$ cat config.mk
export PLATFORM = sky130hd
export DESIGN_NAME = cg_cgg_sequencer
export DESIGN_NICKNAME = d
export VERILOG_FILES = /design/src/rtl/cg_cgg_sequencer.sv
export SDC_FILE = /design/constraint.sdc
export NUM_CORES = 1
export LEC_CHECK = 0
export ABC_CLOCK_PERIOD_IN_PS = 2200
export CAP_MARGIN = 15
export CORE_ASPECT_RATIO = 0.8
export CORE_MARGIN = 4
export CORE_UTILIZATION = 29
export CTS_BUF_LIST = sky130_fd_sc_hd__clkbuf_8
export CTS_CLUSTER_DIAMETER = 60
export CTS_CLUSTER_SIZE = 8
export DETAILED_ROUTE_END_ITERATION = 6
export PLACE_DENSITY = 0.5
export RECOVER_POWER = 100
export SYNTH_ARGS = -nofsm -noshare
export SYNTH_HDL_FRONTEND = slang
export SYNTH_SLANG_ARGS = --single-unit
export TNS_END_PERCENT = 10
$ cat constraint.sdc
create_clock -name clk -period 2.2 [get_ports clk]
set_input_delay 0.44 -clock clk [delete_from_list [all_inputs] [get_ports clk]]
set_output_delay 0.44 -clock clk [all_outputs]
set_load 0.03 [all_outputs]
$ cat src/rtl/cg_cgg_sequencer.sv
// cg_cgg_sequencer
// Walks all 16 input vectors of the CG_CGG network w = (a & ~b & e) | g,
// holds each vector for SETTLE_CYCLES clocks, samples the network output on
// the last edge of the hold window and compares it with the golden function.
// Reports the number of mismatching vectors and the lowest failing vector.
//
// Ports:
//   clk         rising-edge clock
//   rst         synchronous, active-high reset
//   start       begin a run (accepted only in IDLE)
//   w_in        network output under test
//   a, b, e, g  registered network inputs, vec = {a,b,e,g}
//   busy        run in progress
//   done        one-cycle pulse at run completion
//   err_cnt     mismatching vectors in the last run (0..16)
//   first_fail  lowest mismatching vector index
//   fail_valid  first_fail holds a real failure
//
// state  | meaning
// IDLE   | vector outputs parked at 0, waiting for start
// SETTLE | driving vec, counting down the settle window, sampling at count 0
// DONE   | one-cycle completion pulse, start ignored
module cg_cgg_sequencer #(
  parameter int unsigned SETTLE_CYCLES = 3  // legal range 1..255
) (
  input  logic       clk,
  input  logic       rst,
  input  logic       start,
  input  logic       w_in,
  output logic       a,
  output logic       b,
  output logic       e,
  output logic       g,
  output logic       busy,
  output logic       done,
  output logic [4:0] err_cnt,
  output logic [3:0] first_fail,
  output logic       fail_valid
);

  typedef enum logic [1:0] {
    IDLE   = 2'd0,
    SETTLE = 2'd1,
    DONE   = 2'd2
  } state_t;

  localparam logic [7:0] CNT_LOAD = 8'(SETTLE_CYCLES - 1);

  state_t     state, state_nxt;
  logic [3:0] vec, vec_nxt;
  logic [7:0] cnt, cnt_nxt;
  logic       busy_nxt, done_nxt;
  logic [4:0] err_cnt_nxt;
  logic [3:0] first_fail_nxt;
  logic       fail_valid_nxt;
  logic       expected;
  logic       mismatch;

  // The vector register drives the network directly, so the inputs only
  // ever change on a clock edge and are 0 whenever vec is parked at 0.
  assign a = vec[3];
  assign b = vec[2];
  assign e = vec[1];
  assign g = vec[0];

  assign expected = (vec[3] & ~vec[2] & vec[1]) | vec[0];
  assign mismatch = (w_in != expected);

  always_ff @(posedge clk) begin
    if (rst) begin
      state      <= IDLE;
      vec        <= 4'd0;
      cnt        <= 8'd0;
      busy       <= 1'b0;
      done       <= 1'b0;
      err_cnt    <= 5'd0;
      first_fail <= 4'd0;
      fail_valid <= 1'b0;
    end else begin
      state      <= state_nxt;
      vec        <= vec_nxt;
      cnt        <= cnt_nxt;
      busy       <= busy_nxt;
      done       <= done_nxt;
      err_cnt    <= err_cnt_nxt;
      first_fail <= first_fail_nxt;
      fail_valid <= fail_valid_nxt;
    end
  end

  always_comb begin
    state_nxt      = state;
    vec_nxt        = vec;
    cnt_nxt        = cnt;
    busy_nxt       = busy;
    done_nxt       = 1'b0;
    err_cnt_nxt    = err_cnt;
    first_fail_nxt = first_fail;
    fail_valid_nxt = fail_valid;

    case (state)
      IDLE: begin
        if (start) begin
          vec_nxt        = 4'd0;
          err_cnt_nxt    = 5'd0;
          fail_valid_nxt = 1'b0;
          first_fail_nxt = 4'd0;
          cnt_nxt        = CNT_LOAD;
          busy_nxt       = 1'b1;
          state_nxt      = SETTLE;
        end
      end

      SETTLE: begin
        if (cnt != 8'd0) begin
          cnt_nxt = cnt - 8'd1;
        end else begin
          if (mismatch) begin
            err_cnt_nxt = err_cnt + 5'd1;
            if (!fail_valid) begin
              first_fail_nxt = vec;
              fail_valid_nxt = 1'b1;
            end
          end
          if (vec == 4'd15) begin
            // Last vector: park the network inputs and finish, never wrap.
            vec_nxt   = 4'd0;
            busy_nxt  = 1'b0;
            done_nxt  = 1'b1;
            state_nxt = DONE;
          end else begin
            vec_nxt = vec + 4'd1;
            cnt_nxt = CNT_LOAD;
          end
        end
      end

      DONE: begin
        state_nxt = IDLE;
      end

      default: begin
        state_nxt = IDLE;
      end
    endcase
  end

endmodule

==> flow_results.xml, run 1 <==
<?xml version="1.0" encoding="UTF-8"?>
<metrics>
  <group name="floorplan">
    <metric name="floorplan.core_area" unit="um^2">4260</metric>
    <metric name="boundaryPins" unit="">20</metric>
    <metric name="die_width" unit="um">82.9</metric>
    <metric name="rows" unit="">21</metric>
    <metric name="die_h" unit="um">67.9</metric>
    <metric name="die_area" unit="um^2">5630</metric>
    <metric name="start_util" unit="%">30.6</metric>
  </group>
  <group name="cells_and_area">
    <metric name="layout.filler_cells" unit="">440</metric>
    <metric name="n_antenna_cell" unit="">0</metric>
    <metric name="total_area_of_multi_input_combinational_cells" unit="um^2">742</metric>
    <metric name="most-common-layout-cells" unit="">sky130_fd_sc_hd__dfxtp_1, sky130_fd_sc_hd__nor2_1, sky130_fd_sc_hd__dlygate4sd3_1, sky130_fd_sc_hd__nand2b_1, sky130_fd_sc_hd__xnor2_1</metric>
    <metric name="syn2layout_area_growth" unit="%">27.1</metric>
    <metric name="nNetsFinal" unit="">178</metric>
    <metric name="drive_above_1_share" unit="%">10.7</metric>
    <metric name="finish.utilization" unit="%">38.9</metric>
    <metric name="final-seq-area" unit="um^2">520</metric>
    <metric name="layout.cells.most_common" unit="">sky130_fd_sc_hd__dfxtp_1</metric>
  </group>
  <group name="timing">
    <metric name="fin_crit" unit="ns">2.14</metric>
    <metric name="finalMaxSlewViolations" unit="">0</metric>
    <metric name="post_route_worst_setup_slack" unit="ns">0.0569</metric>
    <metric name="worstMarginPinSlew" unit="ns">0.616</metric>
    <metric name="timing.max_slew.rel_slack" unit="%">58.9</metric>
    <metric name="grt_setup_unrepaired" unit="">yes</metric>
    <metric name="clock.fmax" unit="MHz">467</metric>
    <metric name="setup_violations" unit="">0</metric>
    <metric name="portion_of_the_clock_cycle_consumed_by_the_worst_path_in_the_final_layout" unit="%">97.4</metric>
    <metric name="fin_skew" unit="ns">0.00903</metric>
    <metric name="hold_viol" unit="">0</metric>
  </group>
  <group name="grt">
    <metric name="grt_pass1_wl" unit="um">5600</metric>
    <metric name="grt_antenna_before_repair" unit="">0</metric>
    <metric name="globalRouteOverflowTotal" unit="">0</metric>
    <metric name="first_global_vias" unit="">1252</metric>
    <metric name="grt_start_max_net_pins" unit="">16</metric>
    <metric name="track_usage" unit="%">12.0</metric>
  </group>
  <group name="power">
    <metric name="pwr-share-comb" unit="%">22.8</metric>
    <metric name="power.clock.fraction" unit="%">33.7</metric>
    <metric name="p_sw_share" unit="%">28.2</metric>
    <metric name="internal_power" unit="mW">0.858</metric>
    <metric name="power_per_cell_area" unit="nW/um^2">721</metric>
    <metric name="leakage_power" unit="nW">0.640</metric>
    <metric name="ir_worst_vdd" unit="uV">547</metric>
    <metric name="p_switching" unit="mW">0.336</metric>
    <metric name="seq_power_share" unit="%">43.5</metric>
  </group>
  <group name="place">
    <metric name="dp.final_hpwl" unit="um">2230</metric>
    <metric name="place_worst_setup_slack" unit="ns">-0.0629</metric>
    <metric name="port_buffers" unit="">19</metric>
    <metric name="gp_congestion" unit="">0.763</metric>
  </group>
  <group name="setup_path">
    <metric name="cp_max_fo" unit="">5</metric>
    <metric name="critPathMaxStageDelay" unit="ns">0.71</metric>
    <metric name="critical_path_data_required_time" unit="ns">2.39</metric>
    <metric name="critPathCaptureType" unit="">register</metric>
    <metric name="worst_ep_arrival_time" unit="ns">2.33</metric>
    <metric name="critical_path_class" unit="">register to register</metric>
    <metric name="critical_path.slowest_cell" unit="">sky130_fd_sc_hd__or4_1</metric>
    <metric name="worstSetupStartpointType" unit="">register</metric>
    <metric name="critical_path.cell_chain" unit="">or4_1 -&gt; buf_4 -&gt; nor3_2 -&gt; a21oi_1 -&gt; a311oi_1</metric>
  </group>
  <group name="synth">
    <metric name="post_synth.cell_area_avg" unit="um^2">9.11</metric>
    <metric name="synth_area_leaders" unit="">sky130_fd_sc_hd__dfxtp_1, sky130_fd_sc_hd__nor2_1, sky130_fd_sc_hd__xnor2_1, sky130_fd_sc_hd__nand2b_1, sky130_fd_sc_hd__ha_1</metric>
    <metric name="gate_count_of_the_mapped_netlist" unit="">143</metric>
    <metric name="synth_top_flop_cell" unit="">sky130_fd_sc_hd__dfxtp_1</metric>
    <metric name="synth_sequential_area_ratio" unit="%">40.0</metric>
    <metric name="netlist-cell-type-count" unit="">42</metric>
    <metric name="synth_top_area_share" unit="%">40.0</metric>
    <metric name="number_of_flops_mapped_to_enable_cells_by_yosys" unit="">0</metric>
    <metric name="synthDominantAreaCellType" unit="">sky130_fd_sc_hd__dfxtp_1</metric>
    <metric name="number_of_synthesis_warnings" unit="">0</metric>
    <metric name="synth.cell_area" unit="um^2">1300</metric>
    <metric name="postSynth.asyncResetShare" unit="%">0</metric>
    <metric name="yosys_register_bits" unit="">26</metric>
    <metric name="mappedNetlistNets" unit="">151</metric>
  </group>
  <group name="min_path">
    <metric name="holdCritPathClass" unit="">register to register</metric>
  </group>
  <group name="job">
    <metric name="drv.max_cap_violation_count" unit="">0</metric>
  </group>
  <group name="status">
    <metric name="run_status" unit="">completed</metric>
  </group>
  <group name="route">
    <metric name="ant_nets" unit="">0</metric>
    <metric name="detail_route.iter0.violations" unit="">38</metric>
    <metric name="detail_route.wirelength" unit="um">2990</metric>
    <metric name="viasPerCell" unit="">4.94</metric>
    <metric name="detailroute.via_count" unit="">1117</metric>
    <metric name="drt-pass1-iter-count" unit="">4</metric>
    <metric name="detail_route.drc_violations" unit="">0</metric>
    <metric name="routedWlPerCell" unit="um">13.2</metric>
  </group>
  <group name="clocking">
    <metric name="root_buffer" unit="">sky130_fd_sc_hd__clkbuf_8</metric>
    <metric name="clk_transition_reported_paths" unit="ns">0.10</metric>
    <metric name="clock_tree.buffer_depth" unit="">2</metric>
    <metric name="htreeDepth" unit="">1</metric>
    <metric name="tritoncts_num_sinks" unit="">26</metric>
    <metric name="clk_latency" unit="ns">0.27</metric>
    <metric name="numCtsBuffers" unit="">3</metric>
    <metric name="cts_tree" unit="">yes</metric>
  </group>
</metrics>
==> kinds of logic after synthesis <==
group           count (synthesis)  synth area share, %
compound gates                 24                 13.2
simple gates                   69                 31.0
fa+ha+maj                       4                 3.84
xor+xnor                        9                 6.05
buf+inv                         7                 2.88
mux                             4                 3.07
flops                          26                 40.0
==> power groups by stage <==
stage	combinational, mW	sequential [mW]	clock, mW
after floorplan	0.200	0.538	0
after global placement	0.272	0.530	0
final	0.273	0.520	0.402
after detailed placement	0.278	0.531	0
after global routing	0.303	0.524	0.436
after CTS	0.280	0.520	0.416
==> stage by stage <==
| step | hold slack, ns | setup TNS, ns | area [um^2] | power (mW) | instances |
|---|---|---|---|---|---|
| detailed placement | 0.449 | -0.0629 | 1590 | 0.809 | 222 |
| floorplan | 0.472 | 0 | 1300 | 0.739 | 143 |
| global placement | 0.446 | 0 | 1590 | 0.801 | 222 |
| finish | 0.465 | 0 | 1660 | 1.19 | 226 |
| CTS | 0.469 | 0 | 1660 | 1.22 | 226 |
| global route | 0.494 | -0.127 | 1660 | 1.26 | 226 |
==> registers in the layout (all words and copies together), names as in the netlist <==
signal      flops
state           2
fail_valid      1
err_cnt         5
first_fail      4
busy            1
vec             4
done            1
cnt             8
==> synthesized netlist by cell type (2+ instances only) <==
library cell,count
sky130_fd_sc_hd__a311oi_1,3
sky130_fd_sc_hd__or4_1,2
sky130_fd_sc_hd__xnor2_1,8
sky130_fd_sc_hd__nor4_1,2
sky130_fd_sc_hd__mux2i_1,4
sky130_fd_sc_hd__nand2b_1,10
sky130_fd_sc_hd__dfxtp_1,26
sky130_fd_sc_hd__nand2_1,7
sky130_fd_sc_hd__nor2b_1,3
sky130_fd_sc_hd__o21ai_0,4
sky130_fd_sc_hd__nor3_1,6
sky130_fd_sc_hd__nor2_1,20
sky130_fd_sc_hd__and2_1,2
sky130_fd_sc_hd__nand3_1,5
sky130_fd_sc_hd__clkbuf_1,2
sky130_fd_sc_hd__inv_1,3
sky130_fd_sc_hd__a21oi_1,6
sky130_fd_sc_hd__ha_1,4
sky130_fd_sc_hd__nor3_2,2
sky130_fd_sc_hd__o21bai_1,2
==> final cells by class <==
type | instances | share of cell area, %
inverters | 3 | 0.680
clock inverters | 1 | 1.81
repair buffers | 26 | 14.4
flip-flops and latches | 26 | 31.4
multi-input cells | 110 | 44.8
clock buffers | 3 | 2.49
well taps | 57 | 4.31
==> metal layers <==
layer	GRT usage, %	vias up	routed length (um)
met1	14.5	532	1480
li1	-	558	-
met2	20.7	25	1300
met5	0	-	0
met3	3.97	2	184
met4	3.67	0	19
==> path summary, 6_finish.rpt <==
| check | cells after the start | endpoint | slack [ns] | startpoint |
|---|---|---|---|---|
| min | 2 | first_fail[0] | 0.46 | first_fail[0] |
| max reg2reg | 5 | vec[2] | 0.06 | cnt[2] |
| max | 5 | vec[2] | 0.06 | cnt[2] |
| min reg2reg | 2 | first_fail[0] | 0.46 | first_fail[0] |
==> critical path: cells and delay by family (launching register included) <==
kind                   cells  cell delay (ns)
buffers and inverters      1             0.22
and+or+nand+nor            2             1.09
DFF                        1             0.36
AOI/OAI and AO/OA          2             0.38
==> what timing repair did <==
item / 4_1_cts / 5_1_grt
setup buffers: 0 / 0
resized for setup: 0 / 1
setup endpoints to repair: 0 / 8
hold buffers: 0 / 0
Power figures use the tool's default switching activity.
==> run 2, diff against run 1 <==
ABC_CLOCK_PERIOD_IN_PS = 2350   (was 2200)
TNS_END_PERCENT = 30   (was 10)
clock period = 2.35 ns   (was 2.2 ns; I/O delays follow)
==> flow_results.xml, run 2 (synthesis results as in run 1) <==
<?xml version="1.0" encoding="UTF-8"?>
<metrics>
  <group name="status">
    <metric name="run_status" unit="">completed</metric>
  </group>
  <group name="cells_and_area">
    <metric name="layout.filler_cells" unit="">444</metric>
    <metric name="fin_cells" unit="">223</metric>
    <metric name="layout.cells.most_common" unit="">sky130_fd_sc_hd__dfxtp_1</metric>
    <metric name="syn2layout_area_growth" unit="%">24.6</metric>
    <metric name="register_containing_the_most_flip_flops_in_the_final_layout" unit="">cnt</metric>
    <metric name="total_area_of_multi_input_combinational_cells" unit="um^2">744</metric>
    <metric name="drive_above_1_share" unit="%">9.64</metric>
    <metric name="post-route-cell-area" unit="um^2">1620</metric>
    <metric name="final-seq-area" unit="um^2">520</metric>
    <metric name="flip_flop_count_of_the_largest_register_after_layout" unit="">8</metric>
    <metric name="most-common-layout-cells" unit="">sky130_fd_sc_hd__dfxtp_1, sky130_fd_sc_hd__nor2_1, sky130_fd_sc_hd__dlygate4sd3_1, sky130_fd_sc_hd__nand2b_1, sky130_fd_sc_hd__xnor2_1</metric>
    <metric name="reg_top3" unit="">cnt: 8 flops, err_cnt: 5 flops</metric>
    <metric name="n_antenna_cell" unit="">0</metric>
    <metric name="nNetsFinal" unit="">175</metric>
  </group>
  <group name="clocking">
    <metric name="postCtsHoldBufs" unit="">0</metric>
    <metric name="htreeDepth" unit="">1</metric>
    <metric name="clock_tree.buffer_depth" unit="">2</metric>
    <metric name="tritoncts_num_sinks" unit="">26</metric>
    <metric name="clk_transition_reported_paths" unit="ns">0.09</metric>
    <metric name="cts.repair.resized" unit="">0</metric>
    <metric name="clk_latency" unit="ns">0.27</metric>
    <metric name="cts_tree" unit="">yes</metric>
    <metric name="post_cts_repair_timing_setup_buffer_count" unit="">0</metric>
    <metric name="numCtsBuffers" unit="">3</metric>
    <metric name="root_buffer" unit="">sky130_fd_sc_hd__clkbuf_8</metric>
  </group>
  <group name="place">
    <metric name="place_inst" unit="">219</metric>
    <metric name="port_buffers" unit="">19</metric>
    <metric name="gp_congestion" unit="">0.770</metric>
    <metric name="placedInstanceArea" unit="um^2">1570</metric>
    <metric name="dp.final_hpwl" unit="um">2100</metric>
  </group>
  <group name="grt">
    <metric name="first_global_vias" unit="">1126</metric>
    <metric name="grt_start_max_net_pins" unit="">15</metric>
    <metric name="grt_antenna_before_repair" unit="">0</metric>
    <metric name="globalRouteOverflowTotal" unit="">0</metric>
    <metric name="grt_pass1_wl" unit="um">5110</metric>
    <metric name="track_usage" unit="%">11.1</metric>
  </group>
  <group name="min_path">
    <metric name="min_from" unit="">first_fail[2]</metric>
    <metric name="worst_hold_path.num_cells" unit="">2</metric>
    <metric name="holdCritPathClass" unit="">register to register</metric>
    <metric name="min_delay_worst_endpoint" unit="">first_fail[2]</metric>
  </group>
  <group name="route">
    <metric name="drt-pass1-iter-count" unit="">4</metric>
    <metric name="route.top_layer_used" unit="">met4</metric>
    <metric name="detailroute.via_count" unit="">1060</metric>
    <metric name="detail_route.drc_violations" unit="">0</metric>
    <metric name="viasPerCell" unit="">4.75</metric>
    <metric name="met2_wirelength" unit="um">1130</metric>
    <metric name="routedWlPerCell" unit="um">12.4</metric>
    <metric name="detail_route.wirelength" unit="um">2760</metric>
    <metric name="ant_nets" unit="">0</metric>
    <metric name="detail_route.iter0.violations" unit="">56</metric>
    <metric name="met3WireLength" unit="um">142</metric>
    <metric name="route.layer.met1.wl" unit="um">1460</metric>
  </group>
  <group name="power">
    <metric name="power.clock.fraction" unit="%">28.3</metric>
    <metric name="power_per_cell_area" unit="nW/um^2">623</metric>
    <metric name="pwr-share-comb" unit="%">23.6</metric>
    <metric name="ir_worst_vdd" unit="uV">330</metric>
    <metric name="p_switching" unit="mW">0.299</metric>
    <metric name="p_sw_share" unit="%">29.5</metric>
    <metric name="internal_power" unit="mW">0.713</metric>
    <metric name="design_power_total" unit="mW">1.01</metric>
    <metric name="leakage_power" unit="nW">0.626</metric>
    <metric name="seq_power_share" unit="%">48.1</metric>
  </group>
  <group name="setup_path">
    <metric name="rr_startpoint" unit="">cnt[2]</metric>
    <metric name="end_of_the_worst_register_to_register_path" unit="">err_cnt[4]</metric>
    <metric name="worstSetupStartpointType" unit="">register</metric>
    <metric name="critPathCaptureType" unit="">register</metric>
    <metric name="cp_max_fo" unit="">6</metric>
    <metric name="critical_path_class" unit="">register to register</metric>
    <metric name="rr_worst_depth" unit="">5</metric>
    <metric name="worst_ep_arrival_time" unit="ns">2.33</metric>
    <metric name="ff2ff_setup_slack" unit="ns">0.22</metric>
    <metric name="critical_path_data_required_time" unit="ns">2.55</metric>
  </group>
  <group name="timing">
    <metric name="fin_skew" unit="ns">0.000905</metric>
    <metric name="setup_tns" unit="ns">0</metric>
    <metric name="clock.fmax" unit="MHz">469</metric>
    <metric name="fin_crit" unit="ns">2.13</metric>
    <metric name="worstMarginPinSlew" unit="ns">0.559</metric>
    <metric name="timing.max_slew.rel_slack" unit="%">62.6</metric>
    <metric name="setup_violations" unit="">0</metric>
    <metric name="grt_setup_unrepaired" unit="">no</metric>
    <metric name="finalMaxSlewViolations" unit="">0</metric>
    <metric name="hold_viol" unit="">0</metric>
    <metric name="portion_of_the_clock_cycle_consumed_by_the_worst_path_in_the_final_layout" unit="%">90.8</metric>
  </group>
  <group name="floorplan">
    <metric name="start_util" unit="%">30.6</metric>
    <metric name="floorplan.core_area" unit="um^2">4260</metric>
    <metric name="die_h" unit="um">67.9</metric>
    <metric name="die_width" unit="um">82.9</metric>
    <metric name="rows" unit="">21</metric>
    <metric name="die_area" unit="um^2">5630</metric>
    <metric name="boundaryPins" unit="">20</metric>
  </group>
  <group name="job">
    <metric name="drv.max_cap_violation_count" unit="">0</metric>
  </group>
</metrics>
-- run 2: cell count changes in the layout (fill, tap and decap cells not counted) --
cell / previous run / this run
sky130_fd_sc_hd__and2_0: 0 / 1
sky130_fd_sc_hd__and2_1: 2 / 1
sky130_fd_sc_hd__buf_4: 6 / 4
sky130_fd_sc_hd__bufinv_16: 1 / 0
sky130_fd_sc_hd__clkbuf_1: 1 / 0
sky130_fd_sc_hd__clkbuf_8: 3 / 4
sky130_fd_sc_hd__nand2_2: 1 / 0
sky130_fd_sc_hd__nand2_4: 0 / 1
sky130_fd_sc_hd__o21ai_0: 5 / 4
sky130_fd_sc_hd__o21ai_1: 0 / 1
sky130_fd_sc_hd__or3b_2: 0 / 1
sky130_fd_sc_hd__or3b_4: 1 / 0
-- run 2: routing by layer --
metal  up-vias  track usage, %
met5         -               0
met4         0            3.06
met3         2            3.97
met1       489            14.1
li1        548               -
met2        21            18.1
-- run 2: how the worst max path moves through the flow --
stage / startpoint / to
floorplan: cnt[0] / err_cnt[4]
global placement: w_in / err_cnt[4]
detailed placement: w_in / err_cnt[4]
CTS: cnt[2] / err_cnt[4]
global route: cnt[0] / err_cnt[4]
finish: cnt[2] / err_cnt[4]
-- run 2: stage by stage --
step | worst slack, ns | hold WS, ns | util, %
floorplan | 0.360 | 0.472 | -
global placement | 0.139 | 0.447 | 36.8
detailed placement | 0.0577 | 0.456 | 36.8
CTS | 0.204 | 0.469 | 38.1
global route | 0.0848 | 0.491 | 38.1
finish | 0.217 | 0.460 | 38.1
-- run 2: area by class of cell --
| type | count | area share, % |
|---|---|---|
| Multi-Input combinational cell | 110 | 45.9 |
| Sequential cell | 26 | 32.1 |
| Timing Repair Buffer | 23 | 13.6 |
| Tap cell | 57 | 4.39 |
| Clock buffer | 4 | 3.39 |
| Inverter | 3 | 0.694 |
-- run 2: power groups by stage --
stage / clock [mW] / combinational, mW / sequential, mW
3_5_place_dp: 0 / 0.244 / 0.497
5_1_grt: 0.317 / 0.268 / 0.490
3_3_place_gp: 0 / 0.240 / 0.496
4_1_cts: 0.297 / 0.244 / 0.487
2_1_floorplan: 0 / 0.188 / 0.504
6_report: 0.286 / 0.239 / 0.486
-- run 2: critical path, cell delays in order (launching register included) --
cell and delay (ns):
sky130_fd_sc_hd__dfxtp_1 0.36, sky130_fd_sc_hd__or4_1 0.74, sky130_fd_sc_hd__nor2_8 0.20, sky130_fd_sc_hd__nand2_4 0.08, sky130_fd_sc_hd__or4_1 0.51, sky130_fd_sc_hd__a31oi_1 0.17
==> run 3, diff against run 2 <==
CAP_MARGIN = 20   (was 15)
CORE_UTILIZATION = 45   (was 29)
PLACE_DENSITY = 0.71   (was 0.5)
==> flow_results.xml, run 3 (synthesis results as in run 1) <==
<?xml version="1.0" encoding="UTF-8"?>
<metrics>
  <group name="status">
    <metric name="run_status" unit="">completed</metric>
  </group>
  <group name="setup_path">
    <metric name="cp_max_fo" unit="">6</metric>
    <metric name="critical_path_data_required_time" unit="ns">2.56</metric>
    <metric name="worstSetupStartpointType" unit="">register</metric>
    <metric name="critPathCaptureType" unit="">register</metric>
    <metric name="rr_startpoint" unit="">cnt[2]</metric>
    <metric name="worst_ep_arrival_time" unit="ns">2.41</metric>
    <metric name="critical_path_class" unit="">register to register</metric>
    <metric name="crit_path_start" unit="">cnt[2]</metric>
  </group>
  <group name="cells_and_area">
    <metric name="fin_cells" unit="">204</metric>
    <metric name="layout.filler_cells" unit="">257</metric>
    <metric name="flip_flop_count_of_the_largest_register_after_layout" unit="">8</metric>
    <metric name="post-route-cell-area" unit="um^2">1610</metric>
    <metric name="n_antenna_cell" unit="">0</metric>
    <metric name="total_area_of_multi_input_combinational_cells" unit="um^2">737</metric>
    <metric name="finish.utilization" unit="%">58.1</metric>
    <metric name="most-common-layout-cells" unit="">sky130_fd_sc_hd__dfxtp_1, sky130_fd_sc_hd__nor2_1, sky130_fd_sc_hd__dlygate4sd3_1, sky130_fd_sc_hd__nand2b_1</metric>
    <metric name="final-seq-area" unit="um^2">520</metric>
    <metric name="reg_top3" unit="">cnt: 8 flops, err_cnt: 5 flops</metric>
    <metric name="nNetsFinal" unit="">175</metric>
    <metric name="layout.cells.most_common" unit="">sky130_fd_sc_hd__dfxtp_1</metric>
    <metric name="register_containing_the_most_flip_flops_in_the_final_layout" unit="">cnt</metric>
    <metric name="syn2layout_area_growth" unit="%">23.4</metric>
    <metric name="drive_above_1_share" unit="%">9.04</metric>
  </group>
  <group name="timing">
    <metric name="finalMaxSlewViolations" unit="">0</metric>
    <metric name="portion_of_the_clock_cycle_consumed_by_the_worst_path_in_the_final_layout" unit="%">93.5</metric>
    <metric name="fin_skew" unit="ns">0.00823</metric>
    <metric name="fin_crit" unit="ns">2.20</metric>
    <metric name="worstMarginPinSlew" unit="ns">0.571</metric>
    <metric name="hold_ws" unit="ns">0.460</metric>
    <metric name="hold_viol" unit="">0</metric>
    <metric name="grt_setup_unrepaired" unit="">no</metric>
    <metric name="setup_violations" unit="">0</metric>
    <metric name="clock.fmax" unit="MHz">455</metric>
    <metric name="timing.max_slew.rel_slack" unit="%">61.8</metric>
    <metric name="setup_tns" unit="ns">0</metric>
  </group>
  <group name="clocking">
    <metric name="post_cts_repair_timing_setup_buffer_count" unit="">0</metric>
    <metric name="clk_latency" unit="ns">0.27</metric>
    <metric name="cts.repair.resized" unit="">0</metric>
    <metric name="postCtsHoldBufs" unit="">0</metric>
    <metric name="root_buffer" unit="">sky130_fd_sc_hd__clkbuf_8</metric>
    <metric name="tritoncts_num_sinks" unit="">26</metric>
    <metric name="clock_tree.buffer_depth" unit="">2</metric>
    <metric name="clk_transition_reported_paths" unit="ns">0.09</metric>
    <metric name="cts_tree" unit="">yes</metric>
    <metric name="numCtsBuffers" unit="">3</metric>
    <metric name="htreeDepth" unit="">1</metric>
  </group>
  <group name="job">
    <metric name="drv.max_cap_violation_count" unit="">0</metric>
  </group>
  <group name="place">
    <metric name="placedInstanceArea" unit="um^2">1540</metric>
    <metric name="dp.final_hpwl" unit="um">2060</metric>
    <metric name="place_inst" unit="">200</metric>
    <metric name="port_buffers" unit="">19</metric>
    <metric name="gp_congestion" unit="">0.779</metric>
  </group>
  <group name="grt">
    <metric name="grt_antenna_before_repair" unit="">0</metric>
    <metric name="grt_start_max_net_pins" unit="">20</metric>
    <metric name="grt_pass1_wl" unit="um">4800</metric>
    <metric name="track_usage" unit="%">16.2</metric>
    <metric name="globalRouteOverflowTotal" unit="">0</metric>
    <metric name="first_global_vias" unit="">1083</metric>
  </group>
  <group name="floorplan">
    <metric name="start_util" unit="%">47.1</metric>
    <metric name="boundaryPins" unit="">20</metric>
    <metric name="die_h" unit="um">56.1</metric>
    <metric name="floorplan.core_area" unit="um^2">2770</metric>
    <metric name="die_width" unit="um">68.2</metric>
    <metric name="rows" unit="">17</metric>
    <metric name="die_area" unit="um^2">3820</metric>
  </group>
  <group name="route">
    <metric name="ant_nets" unit="">0</metric>
    <metric name="drt-pass1-iter-count" unit="">5</metric>
    <metric name="detail_route.iter0.violations" unit="">55</metric>
    <metric name="routedWlPerCell" unit="um">13.2</metric>
    <metric name="detail_route.drc_violations" unit="">0</metric>
    <metric name="viasPerCell" unit="">5.35</metric>
    <metric name="detail_route.wirelength" unit="um">2700</metric>
    <metric name="detailroute.via_count" unit="">1092</metric>
  </group>
  <group name="min_path">
    <metric name="holdCritPathClass" unit="">register to register</metric>
    <metric name="min_from" unit="">first_fail[0]</metric>
  </group>
  <group name="power">
    <metric name="power_per_cell_area" unit="nW/um^2">675</metric>
    <metric name="ir_worst_vdd" unit="uV">669</metric>
    <metric name="leakage_power" unit="nW">0.627</metric>
  </group>
</metrics>
-- run 3: cell types whose count changed in the layout (fill, tap and decap cells not counted), sizes merged --
| cell | previous run | this run |
|---|---|---|
| clkbuf | 4 | 3 |
| bufinv | 0 | 1 |
-- run 3: final cells by class --
class                      count  area share, %
tap                           38           2.96
timing repair buffer          23           13.7
clock inverter                 1           1.87
clock buffer                   3           2.57
inverter                       3          0.700
sequential                    26           32.4
multi-input combinational    110           45.8
-- run 3: power by group --
group | switching, mW | internal, mW
combinational | 0.136 | 0.0980
clock | 0.138 | 0.228
sequential | 0.0228 | 0.463
-- run 3: critical path, cell delays in order (launching register included) --
cell and delay (ns):
sky130_fd_sc_hd__dfxtp_1 0.36, sky130_fd_sc_hd__or4_1 0.75, sky130_fd_sc_hd__nor2_8 0.19, sky130_fd_sc_hd__nand2_1 0.15, sky130_fd_sc_hd__or4_1 0.53, sky130_fd_sc_hd__a31oi_1 0.16
-- run 3: through the flow --
step / setup WS (ns) / total power [mW]
floorplan: 0.360 / 0.692
global placement: 0.143 / 0.734
detailed placement: 0.0877 / 0.739
CTS: 0.178 / 1.11
global route: 0.0230 / 1.15
finish: 0.153 / 1.09
-- run 3: final timing paths --
path | end | slack, ns | cells after the start
setup / recovery | err_cnt[4] | 0.15 | 5
setup reg to reg | err_cnt[4] | 0.15 | 5
hold reg to reg | first_fail[0] | 0.46 | 2
hold / removal | first_fail[0] | 0.46 | 2
-- run 3: metal layers --
layer | global-route usage, % | up-vias | part of all wire (%)
li1 | - | 550 | -
met1 | 21.5 | 500 | 47
met2 | 24.3 | 34 | 44
met3 | 4.24 | 8 | 5.2
met4 | 6.52 | 0 | 3.1
met5 | 0 | - | 0
